$ cat src/rtl/npc_pkg.sv
// Shared writeback types and datapath constants.
// Latency: n/a (types only).
// Backpressure: n/a.
package npc_pkg;

    localparam int XLEN = 64;
    localparam int NREG = 32;
    localparam int AW   = $clog2(NREG);

    // One candidate write into the register file.
    typedef struct packed {
        logic            valid;
        logic [AW-1:0]   rd;
        logic [XLEN-1:0] data;
    } wb_req_t;

endpackage

$ cat src/rtl/wb_scoreboard.sv
// Busy bits for registers with an outstanding long-latency write, plus decode lookup.
// Latency: set/clear visible one cycle later; lookup is combinational on current state.
// Backpressure: none; set and clear are accepted every cycle, set wins on the same rd.
module wb_scoreboard
    import npc_pkg::*;
(
    input  logic          clk,
    input  logic          rst,
    input  logic          set_vld_i,
    input  logic [AW-1:0] set_rd_i,
    input  logic          clr_vld_i,
    input  logic [AW-1:0] clr_rd_i,
    input  logic [AW-1:0] chk_rs1_i,
    input  logic [AW-1:0] chk_rs2_i,
    output logic          chk_busy_o
);

    logic [NREG-1:0] busy_q;
    logic [NREG-1:0] busy_d;

    // Apply the clear first so that a same-cycle re-issue of the retiring rd keeps it busy.
    always_comb begin
        busy_d = busy_q;
        if (clr_vld_i) begin
            busy_d[clr_rd_i] = 1'b0;
        end
        if (set_vld_i) begin
            busy_d[set_rd_i] = 1'b1;
        end
        busy_d[0] = 1'b0;
    end

    // Busy state register; reset drops every outstanding entry.
    always_ff @(posedge clk) begin
        if (rst) begin
            busy_q <= '0;
        end else begin
            busy_q <= busy_d;
        end
    end

    // A retiring write in this same cycle is not seen here: decode takes one extra stall.
    assign chk_busy_o = busy_q[chk_rs1_i] | busy_q[chk_rs2_i];

endmodule

$ cat src/rtl/wb_arbiter.sv
// Writeback arbiter: merges the pipeline and long-latency unit results into the GPR write port.
// Latency: 1 cycle from grant to rf_* outputs; stall_req is registered.
// Backpressure: pipeline is never stalled; LU is held off via lu_ready, starvation raises stall_req.
module wb_arbiter
    import npc_pkg::*;
#(
    parameter int STARVE_MAX = 4
) (
    input  logic            clk,
    input  logic            rst,
    input  logic            pipe_valid,
    input  logic [AW-1:0]   pipe_rd,
    input  logic [XLEN-1:0] pipe_data,
    input  logic            lu_valid,
    output logic            lu_ready,
    input  logic [AW-1:0]   lu_rd,
    input  logic [XLEN-1:0] lu_data,
    input  logic            iss_valid,
    input  logic [AW-1:0]   iss_rd,
    input  logic [AW-1:0]   chk_rs1,
    input  logic [AW-1:0]   chk_rs2,
    output logic            chk_busy,
    output logic            stall_req,
    output logic            rf_wen,
    output logic [AW-1:0]   rf_waddr,
    output logic [XLEN-1:0] rf_wdata
);

    localparam int            SW          = $clog2(STARVE_MAX + 1);
    localparam logic [SW-1:0] STARVE_LAST = SW'(STARVE_MAX - 1);

    logic          pipe_ok;
    logic          lu_fire;
    logic          lu_blocked;
    wb_req_t       grant;
    wb_req_t       out_q;
    wb_req_t       out_d;
    logic [SW-1:0] starve_q;
    logic [SW-1:0] starve_d;
    logic          stall_q;
    logic          stall_d;

    // Pipeline writes to x0 are discarded up front so they never block the LU.
    always_comb begin
        pipe_ok    = pipe_valid && (pipe_rd != '0);
        lu_ready   = !pipe_ok;
        lu_fire    = lu_valid && lu_ready;
        lu_blocked = lu_valid && !lu_ready;
    end

    // Pick the winner; an LU result for x0 still retires but produces no write.
    always_comb begin
        grant = '0;
        if (pipe_ok) begin
            grant = '{valid: 1'b1, rd: pipe_rd, data: pipe_data};
        end else if (lu_fire && (lu_rd != '0)) begin
            grant = '{valid: 1'b1, rd: lu_rd, data: lu_data};
        end
    end

    // Address and data hold their last written value on idle cycles.
    always_comb begin
        out_d       = out_q;
        out_d.valid = grant.valid;
        if (grant.valid) begin
            out_d = grant;
        end
    end

    // Count consecutive blocked LU cycles; the last one emits a one-cycle stall and restarts.
    always_comb begin
        starve_d = '0;
        stall_d  = 1'b0;
        if (lu_blocked) begin
            if (starve_q == STARVE_LAST) begin
                stall_d = 1'b1;
            end else begin
                starve_d = starve_q + SW'(1);
            end
        end
    end

    // Output and starvation registers.
    always_ff @(posedge clk) begin
        if (rst) begin
            out_q    <= '0;
            starve_q <= '0;
            stall_q  <= 1'b0;
        end else begin
            out_q    <= out_d;
            starve_q <= starve_d;
            stall_q  <= stall_d;
        end
    end

    assign rf_wen    = out_q.valid;
    assign rf_waddr  = out_q.rd;
    assign rf_wdata  = out_q.data;
    assign stall_req = stall_q;

    wb_scoreboard u_scoreboard (
        .clk        (clk),
        .rst        (rst),
        .set_vld_i  (iss_valid),
        .set_rd_i   (iss_rd),
        .clr_vld_i  (lu_fire),
        .clr_rd_i   (lu_rd),
        .chk_rs1_i  (chk_rs1),
        .chk_rs2_i  (chk_rs2),
        .chk_busy_o (chk_busy)
    );

endmodule

$ cat config.mk
export PLATFORM = sky130hd
export DESIGN_NAME = wb_arbiter
export DESIGN_NICKNAME = d
export VERILOG_FILES = /design/src/rtl/npc_pkg.sv /design/src/rtl/wb_scoreboard.sv /design/src/rtl/wb_arbiter.sv
export SDC_FILE = /design/constraint.sdc
export NUM_CORES = 1
export LEC_CHECK = 0
export CAP_MARGIN = 20
export CORE_MARGIN = 3
export CORE_UTILIZATION = 41
export DETAILED_ROUTE_END_ITERATION = 16
export DONT_BUFFER_PORTS = 1
export PLACE_DENSITY = 0.52
export SLEW_MARGIN = 20
export SYNTH_ARGS = -nofsm -noshare
export SYNTH_HDL_FRONTEND = slang
export SYNTH_HIERARCHICAL = 1
export SYNTH_SLANG_ARGS = --single-unit
$ cat constraint.sdc
create_clock -name clk -period 7.3 [get_ports clk]
set_clock_uncertainty 0.2 [all_clocks]
set_input_delay 1.46 -clock clk [delete_from_list [all_inputs] [get_ports clk]]
set_output_delay 1.46 -clock clk [all_outputs]
set_load 0.005 [all_outputs]
== Word level (Yosys, flattened, before mapping) ==
Index checks and enable logic that the tools add are counted.

* $add $sub $neg: 1
* Magnitude comparators: 6
* Equality and inequality tests: 1
* Muxes and demuxes: 14
* Bitwise operators: 5
* Reductions and logical operators: 11

{| class="wikitable"
|+ Operators by type and width
! cell !! number
|-
| $mux 70 || 3
|-
| $mux 32 || 2
|-
| $and 32x32->32 || 1
|-
| $not 32->32 || 1
|-
| $or 32x32->32 || 1
|-
| $lt 5x6->1 const B || 4
|-
| $bmux 1 s5 || 2
|-
| $demux 1 s5 || 2
|-
| $ge 5x1->1 const B || 2
|-
| $reduce_bool 5->1 || 2
|-
| $logic_and 1x1->1 || 6
|-
| $mux 1 || 5
|-
| $add 3x1->3 const B || 1
|-
| $eq 3x2->1 const B || 1
|-
| $reduce_or 3->1 || 1
|-
| $reduce_or 2->1 || 1
|-
| $logic_not 1->1 || 1
|-
| $not 1->1 || 1
|-
| $or 1x1->1 || 1
|}

* Register bits after elaboration: 106

== Depth between registers and ports, before layout ==
* Word-level depth: 9
* Gate-level depth with buffers: 9
* Gate-level depth less buffers: 7

== Hierarchy ==
Netlist, hierarchy kept.

{| class="wikitable"
|+ By module, submodules not included
! module !! instances !! cells an instance !! area each (µm²) !! sequential area each (µm²)
|-
| wb_arbiter || 1 || 402 || 3529.6 || 1481.4
|-
| wb_scoreboard || 1 || 212 || 1873.0 || 620.6
|}

== Worst setup path after synthesis ==
Ideal clock, no wire load.

* Path kind: input to output
* Start point: input chk_rs1[1]
* End point: output chk_busy
* Arrival time: 2937 ps
* Data required time: 5640 ps
* Setup slack: 2703 ps
* Stages: 5
* Path buffers: 1
* Cells stage by stage: buf_2 mux4_2 a22oi_1 o211ai_1 or4_1

* Longest elaborated chain between the ends: 3

{| class="wikitable"
|+ Ends and longest elaborated chain
! item !! line !! RTL
|-
| start, declared || wb_arbiter.sv:20 || <nowiki>input logic [AW-1:0] chk_rs1,</nowiki>
|-
| $bmux 1 s5 || wb_scoreboard.sv:43 || <nowiki>assign chk_busy_o = busy_q[chk_rs1_i] | busy_q[chk_rs2_i];</nowiki>
|-
| $mux 1 (not written as such) || wb_scoreboard.sv:43 ||
|-
| $or 1x1->1 || wb_scoreboard.sv:43 ||
|-
| end, declared || wb_arbiter.sv:22 || <nowiki>output logic chk_busy,</nowiki>
|}

Every way passes these cells. The select of a mux whose other input is x is not followed.

== Worst setup path after layout ==
* Start point: input chk_rs2[0]
* End point: output chk_busy

* Longest elaborated chain between the ends: 3

{| class="wikitable"
|+ Ends and longest elaborated chain
! item !! line !! RTL
|-
| start, declared || wb_arbiter.sv:21 || <nowiki>input logic [AW-1:0] chk_rs2,</nowiki>
|-
| $bmux 1 s5 || wb_scoreboard.sv:43 ||
|-
| $mux 1 (not written as such) || wb_scoreboard.sv:43 ||
|-
| $or 1x1->1 || wb_scoreboard.sv:43 ||
|}

Every way passes these cells. The select of a mux whose other input is x is not followed.

==> results by group <==
Status
  – Outcome: finished, final reports clean

Logic synthesis
  – Post-synth cell types: 48
  – Post-Syn Area: 5400 um^2
  – Sequential fraction of the synthesis area: 38.9%
  – Yosys synthesis warning count: 6
  – Seq cells post-synth: 105
  – Mapped Nets: 774
  – Post-synth EDFFs: 0
  – Synth Instances: 614
  – Main synth FF type: dfxtp_1
  – Synth async-reset ratio: 0%
  – Syn avg cell area: 8.80 um^2

STA
  – Slew HR: 46.1%
  – Setup TNS: 0 ns
  – Worst hold slack: 0.243 ns
  – Final Hold Vio Count: 0
  – Worst-Margin Slew: 0.809 ns
  – Max Slew Vio Count: 0
  – Setup Viol. Count Final: 0
  – FMAX: 0.222 GHz
  – Tcrit/Tclk final: 61.7%
  – Fin crit period: 4.50 ns
  – RSZ-0062 raised after global routing: no

Place
  – DP Wirelength: 10,600 um
  – Port bufs: 0
  – GPL Wtd Cong: 0.804
  – Placed Area: 5390 um^2
  – Placed Cells: 742

Drt
  – Routed len/inst: 20.2 um
  – DR pass1 iterations: 4
  – DR vias/cell: 5.90
  – Post-DRT Antenna Nets: 0
  – Vias: 4,471
  – Post-Route WL: 15,300 um
  – Drt first-iter violations: 254
  – DRC Markers: 0

Floorplanning
  – Die Y: 121 um
  – Die Wd: 121 um
  – I/O pin count: 231
  – Core ar.: 12,800 um^2
  – Cell Rows: 41
  – Initial Utilization: 42.3%
  – Die ar.: 14,600 um^2

Global routing
  – Vias in the first global route: 4,361
  – Initial antenna violation count: 0
  – Largest net degree at the start of global routing: 104
  – Gr ovfl total: 0
  – Gr usage total: 20.1%
  – First-pass GRT wire length: 23,300 um

Layout
  – Commonest non-fill, non-tap cell in the layout: dfxtp_1
  – Total Nets Final: 741
  – Area grow syn2layout: 5.33%
  – Share of cells above drive strength 1: 18.4%
  – Fin area: 5690 um^2
  – Finished Layout Cells: 758
  – Highest-count cells in the layout ignoring fill and taps: 105 x dfxtp_1, 102 x nand2_1, 90 x a21oi_1, 75 x nor2_1, 58 x a211oi_2
  – ANT cells: 0

Clock tree
  – CTS H-Tree Depth: 3
  – CTS buffer count: 9
  – CTS tree: built
  – Clock Latency Late Sink: 0.34 ns
  – Buffer count from post-CTS setup fixing: 0
  – Clk root buf: clkbuf_16
  – Total clock sinks: 105
  – Cells resized by post-CTS repair: 0
  – Worst-path clk slew: 0.07 ns
  – Clk buf depth: 2
  – Hold buffers post-CTS: 0

Critical path
  – Reg2reg setup slack: 5.54 ns
  – Worst Path Arrival: 2.84 ns
  – Kind of critical path: input port to output port
  – Worst setup SP type: input port
  – Critical path endpoint category: output port
  – Cells on worst reg2reg path: 4
  – Crit Reg-Reg Startpoint: starve_q[0]$_SDFF_PP0_
  – Crit-path max FO: 9
  – Slowest CP cell: or4_1
  – Worst setup endpoint: chk_busy
  – Slowest stage delay, CP: 0.55 ns
  – Worst r2r dst: starve_q[2]$_SDFF_PP0_
  – Worst Setup SP: chk_rs2[0]
  – Req. time, crit path: 5.64 ns
  – Worst path cell trace: mux4_1, a22oi_2, o211ai_1, or4_1

Pwr
  – Power Density: 219 nW/um^2
  – Maximum vdd drop: 0.128 mV
  – Leakage: 1.97 nW

Job
  – Max-capacitance violation count: 0

Hold path
  – Worst Hold Class: flop to flop
[where the power goes]
| group | total (W) | switching [W] | internal, W |
|---|---|---|---|
| Sequential | 0.000633 | 0.0000280 | 0.000605 |
| Clock | 0.000484 | 0.000214 | 0.000270 |
| Combinational | 0.000129 | 0.0000747 | 0.0000544 |
[per-layer routing]
layer	vias up	global-route usage, %	share of wire, %
met4	0	6.87	1.8
met5	-	0	0
met1	2125	25.6	42
li1	2146	-	-
met2	182	32.2	48
met3	18	6.31	8.4
[cells in the mapped netlist, drive strengths merged (4+ instances only)]
master / instances / area [um^2]
a21oi: 97 / 512
buf: 22 / 173
inv: 4 / 20.0
a22oi: 4 / 35.0
o21ai: 32 / 164
and3b: 5 / 43.8
nand3: 4 / 20.0
nor3b: 6 / 45.0
and3: 4 / 25.0
nand2: 102 / 383
mux4: 12 / 289
a211oi: 66 / 786
nand3b: 6 / 45.0
clkbuf: 25 / 93.8
nor3: 6 / 35.0
mux2i: 4 / 40.0
nor2: 75 / 282
mux2: 4 / 45.0
dfxtp: 105 / 2100
[metrics by stage]
step / setup WS (ns) / utilization [%] / power (W)
2_1_floorplan: 2.70 / - / 0.000768
3_3_place_gp: 2.80 / 42.1 / 0.000773
3_5_place_dp: 2.78 / 42.2 / 0.000777
4_1_cts: 2.78 / 44.5 / 0.00127
5_1_grt: 2.70 / 44.5 / 0.00130
6_report: 2.80 / 44.5 / 0.00125
[critical path, delay by kind of cell]
| family | cells | cell delay [ns] |
|---|---|---|
| AND/OR/NAND/NOR | 1 | 0.55 |
| AO/OA/AOI/OAI | 2 | 0.29 |
| multiplexers | 1 | 0.54 |
[kinds of logic (layout without fill, tap and decap cells)]
family / after synthesis / after routing / synth area share [%]
compound gates: 210 / 210 / 29.4
buf+inv: 51 / 23 / 5.30
fa+ha+maj: 2 / 2 / 0.463
flops: 105 / 105 / 38.9
mux: 20 / 20 / 6.92
simple gates: 226 / 226 / 19.0
[sequential cells by signal, summed over array words and instances, names as in the netlist]
register / cells
starve_q: 3
rf_wdata: 64
rf_waddr: 5
stall_req: 1
u_scoreboard/busy_q: 31
rf_wen: 1
[how the worst min path moves through the flow]
stage | slack [ns] | endpoint | startpoint | cells after the start
floorplan | 0.20 | starve_q[0]$_SDFF_PP0_ | starve_q[0]$_SDFF_PP0_ | 1
global placement | 0.21 | starve_q[0]$_SDFF_PP0_ | starve_q[0]$_SDFF_PP0_ | 1
detailed placement | 0.23 | starve_q[0]$_SDFF_PP0_ | starve_q[0]$_SDFF_PP0_ | 1
CTS | 0.24 | starve_q[0]$_SDFF_PP0_ | starve_q[0]$_SDFF_PP0_ | 1
global route | 0.27 | starve_q[0]$_SDFF_PP0_ | starve_q[0]$_SDFF_PP0_ | 1
finish | 0.24 | starve_q[0]$_SDFF_PP0_ | starve_q[0]$_SDFF_PP0_ | 1
[cell type report]
class                   instances  area (um^2)
fillers                      1254         7080
clock inverters                 3         21.3
repair buffers                  3         22.5
inverters                       4         20.0
well taps                     172          215
flip-flops and latches        105         2100
multi-input cells             458         3030
clock buffers                  13          280
Power figures use the tool's default switching activity.
==> variant, RTL diff (same settings) <==
Change the package constant `XLEN` from 64 to 96.
--- a/src/rtl/npc_pkg.sv
+++ b/src/rtl/npc_pkg.sv
@@ -3,7 +3,7 @@
 // Backpressure: n/a.
 package npc_pkg;
 
-    localparam int XLEN = 64;
+    localparam int XLEN = 96;
     localparam int NREG = 32;
     localparam int AW   = $clog2(NREG);
 
Interface: changed (resized lu_data, pipe_data and rf_wdata); port bits go from 231 to 327. The function was not compared with the original's and may differ.
==> variant against the unedited design <==
  * Non-clock buffer count shrank 1
  * Core utilization grew 1.1 points
  * Sequential cell count up 32
  * Wire length rose by 40%
  * Worst setup slack worse by 4.1 ps
  * Design area grew 23%
  * Final cell count is 28% higher
  * Area after synthesis up 20%
  * Hold slack worse by 10 ps
  * Power increased by 46%
  * Combinational power grew 19%
  * Largest cell class unchanged
==> variant: results (changes against the unedited design) <==
status=finished clean; Worst Reg-to-Reg Cells=3 (-1); Seq/Total Area, Yosys=0.4217 (+0.03263); worst hold slack=232.8 ps (-10.47 ps); GRT Total Usage=0.2332 (+0.03230); first-pass GRT wire length=32.67 mm (+40%); Worst Path Arrival=2850 ps (about the same); clock-pin slew on the worst setup and hold paths=50 ps (-20 ps); met1 Use GR=0.2702 (+0.01387); clock latency on the worst-skew pair=410 ps (+70 ps); Leak Pwr=2.532 nW (+28%); area post-placement=6455 sq um (+20%); Largest register FFs=96 (+50%); Reg2Reg Setup Slack=5960 ps (+420 ps); layout cells sized above 1=0.07602 (-0.1083); vias per cell=6.029 (+2.2%); # H-tree levels=4 (+1); top cells by area, synth=dfxtp_1 42%, a211oi_1 10%, a21oi_1 9.8%; Slew headroom=0.2605 (-0.2000); maximum vdd drop=151.3 uV (+18%); vias in the first global route=5749 (+32%); Post-synth top cells=137 x dfxtp_1, 132 x nand2_1, 128 x a21oi_1, 107 x nor2_1, 89 x a211oi_1; post-DP HPWL=14.83 mm (+40%); Crit-path slowest cell=or4_1; syn_nets=1018 (+32%); routing usage on met3=0.08931 (+0.02617); Layout fillers=1549 (+24%); Yosys top cell area share=0.4217 (+0.03263); drt first-iter violations=346 (+36%); final net count=975 (+32%); GR Util met2=0.3917 (+0.06964); Clock Sinks=137 (+30%); DR pass1 iterations=5 (+1); CTS buffer count=17 (+8); pin count of the biggest net entering global routing=135 (+30%); Largest stage delay, worst path=560 ps
## variant: cell types whose count changed after synthesis, sizes merged, moves of 2 or more
cell,change
dfxtp,+32
nor2,+32
a211oi,+31
a21oi,+31
nand2,+30
buf,+11
clkbuf,+6
nor4,+3
a22o,+2
o41ai,+2
## variant: report_power, final
group / leakage (nW) / switching [mW] / internal [mW]
Sequential: 1.13 / 0.0442 / 0.795
Combinational: 1.12 / 0.0910 / 0.0616
Clock: 0.277 / 0.315 / 0.517
## variant: area by class of cell
cell class                 instances  area [sq um]  area share
clock inverter                     8         96.34     0.01373
timing repair buffer               2         15.01    0.002139
clock buffer                      23         467.9     0.06667
tap                              211         264.0     0.03761
sequential                       137          2743      0.3907
inverter                           5         23.77    0.003387
multi-input combinational        588          3410      0.4857
## variant: per-stage QoR
stage / total power, mW / cells / setup slack, ps / utilization
3_3_place_gp: 1.002 / 943 / 2786 / 0.4199
5_1_grt: 1.899 / 974 / 2727 / 0.4567
3_5_place_dp: 1.008 / 943 / 2790 / 0.4199
6_report: 1.824 / 974 / 2794 / 0.4567
4_1_cts: 1.842 / 974 / 2790 / 0.4567
2_1_floorplan: 0.9835 / 794 / 2703 / -
## variant: cells by family after synthesis
group,count (synthesis),synth area share
AND/OR/NAND/NOR,289,0.1916
AO/OA/AOI/OAI,277,0.2678
flip-flops,137,0.4217
buffers and inverters,69,0.05752
multiplexers,20,0.05752
adder cells (fa/ha/maj),2,0.003847
## variant: layer usage
metal	vias up	share of wire
li1	2760	-
met1	2826	0.38
met2	253	0.50
met3	33	0.094
met4	0	0.024
met5	-	0
## variant: worst reg2reg max path: stages, from the launching register on
cell	delay, ps
dfxtp_1	310
ha_1	190
ha_1	260
nor4_1	270
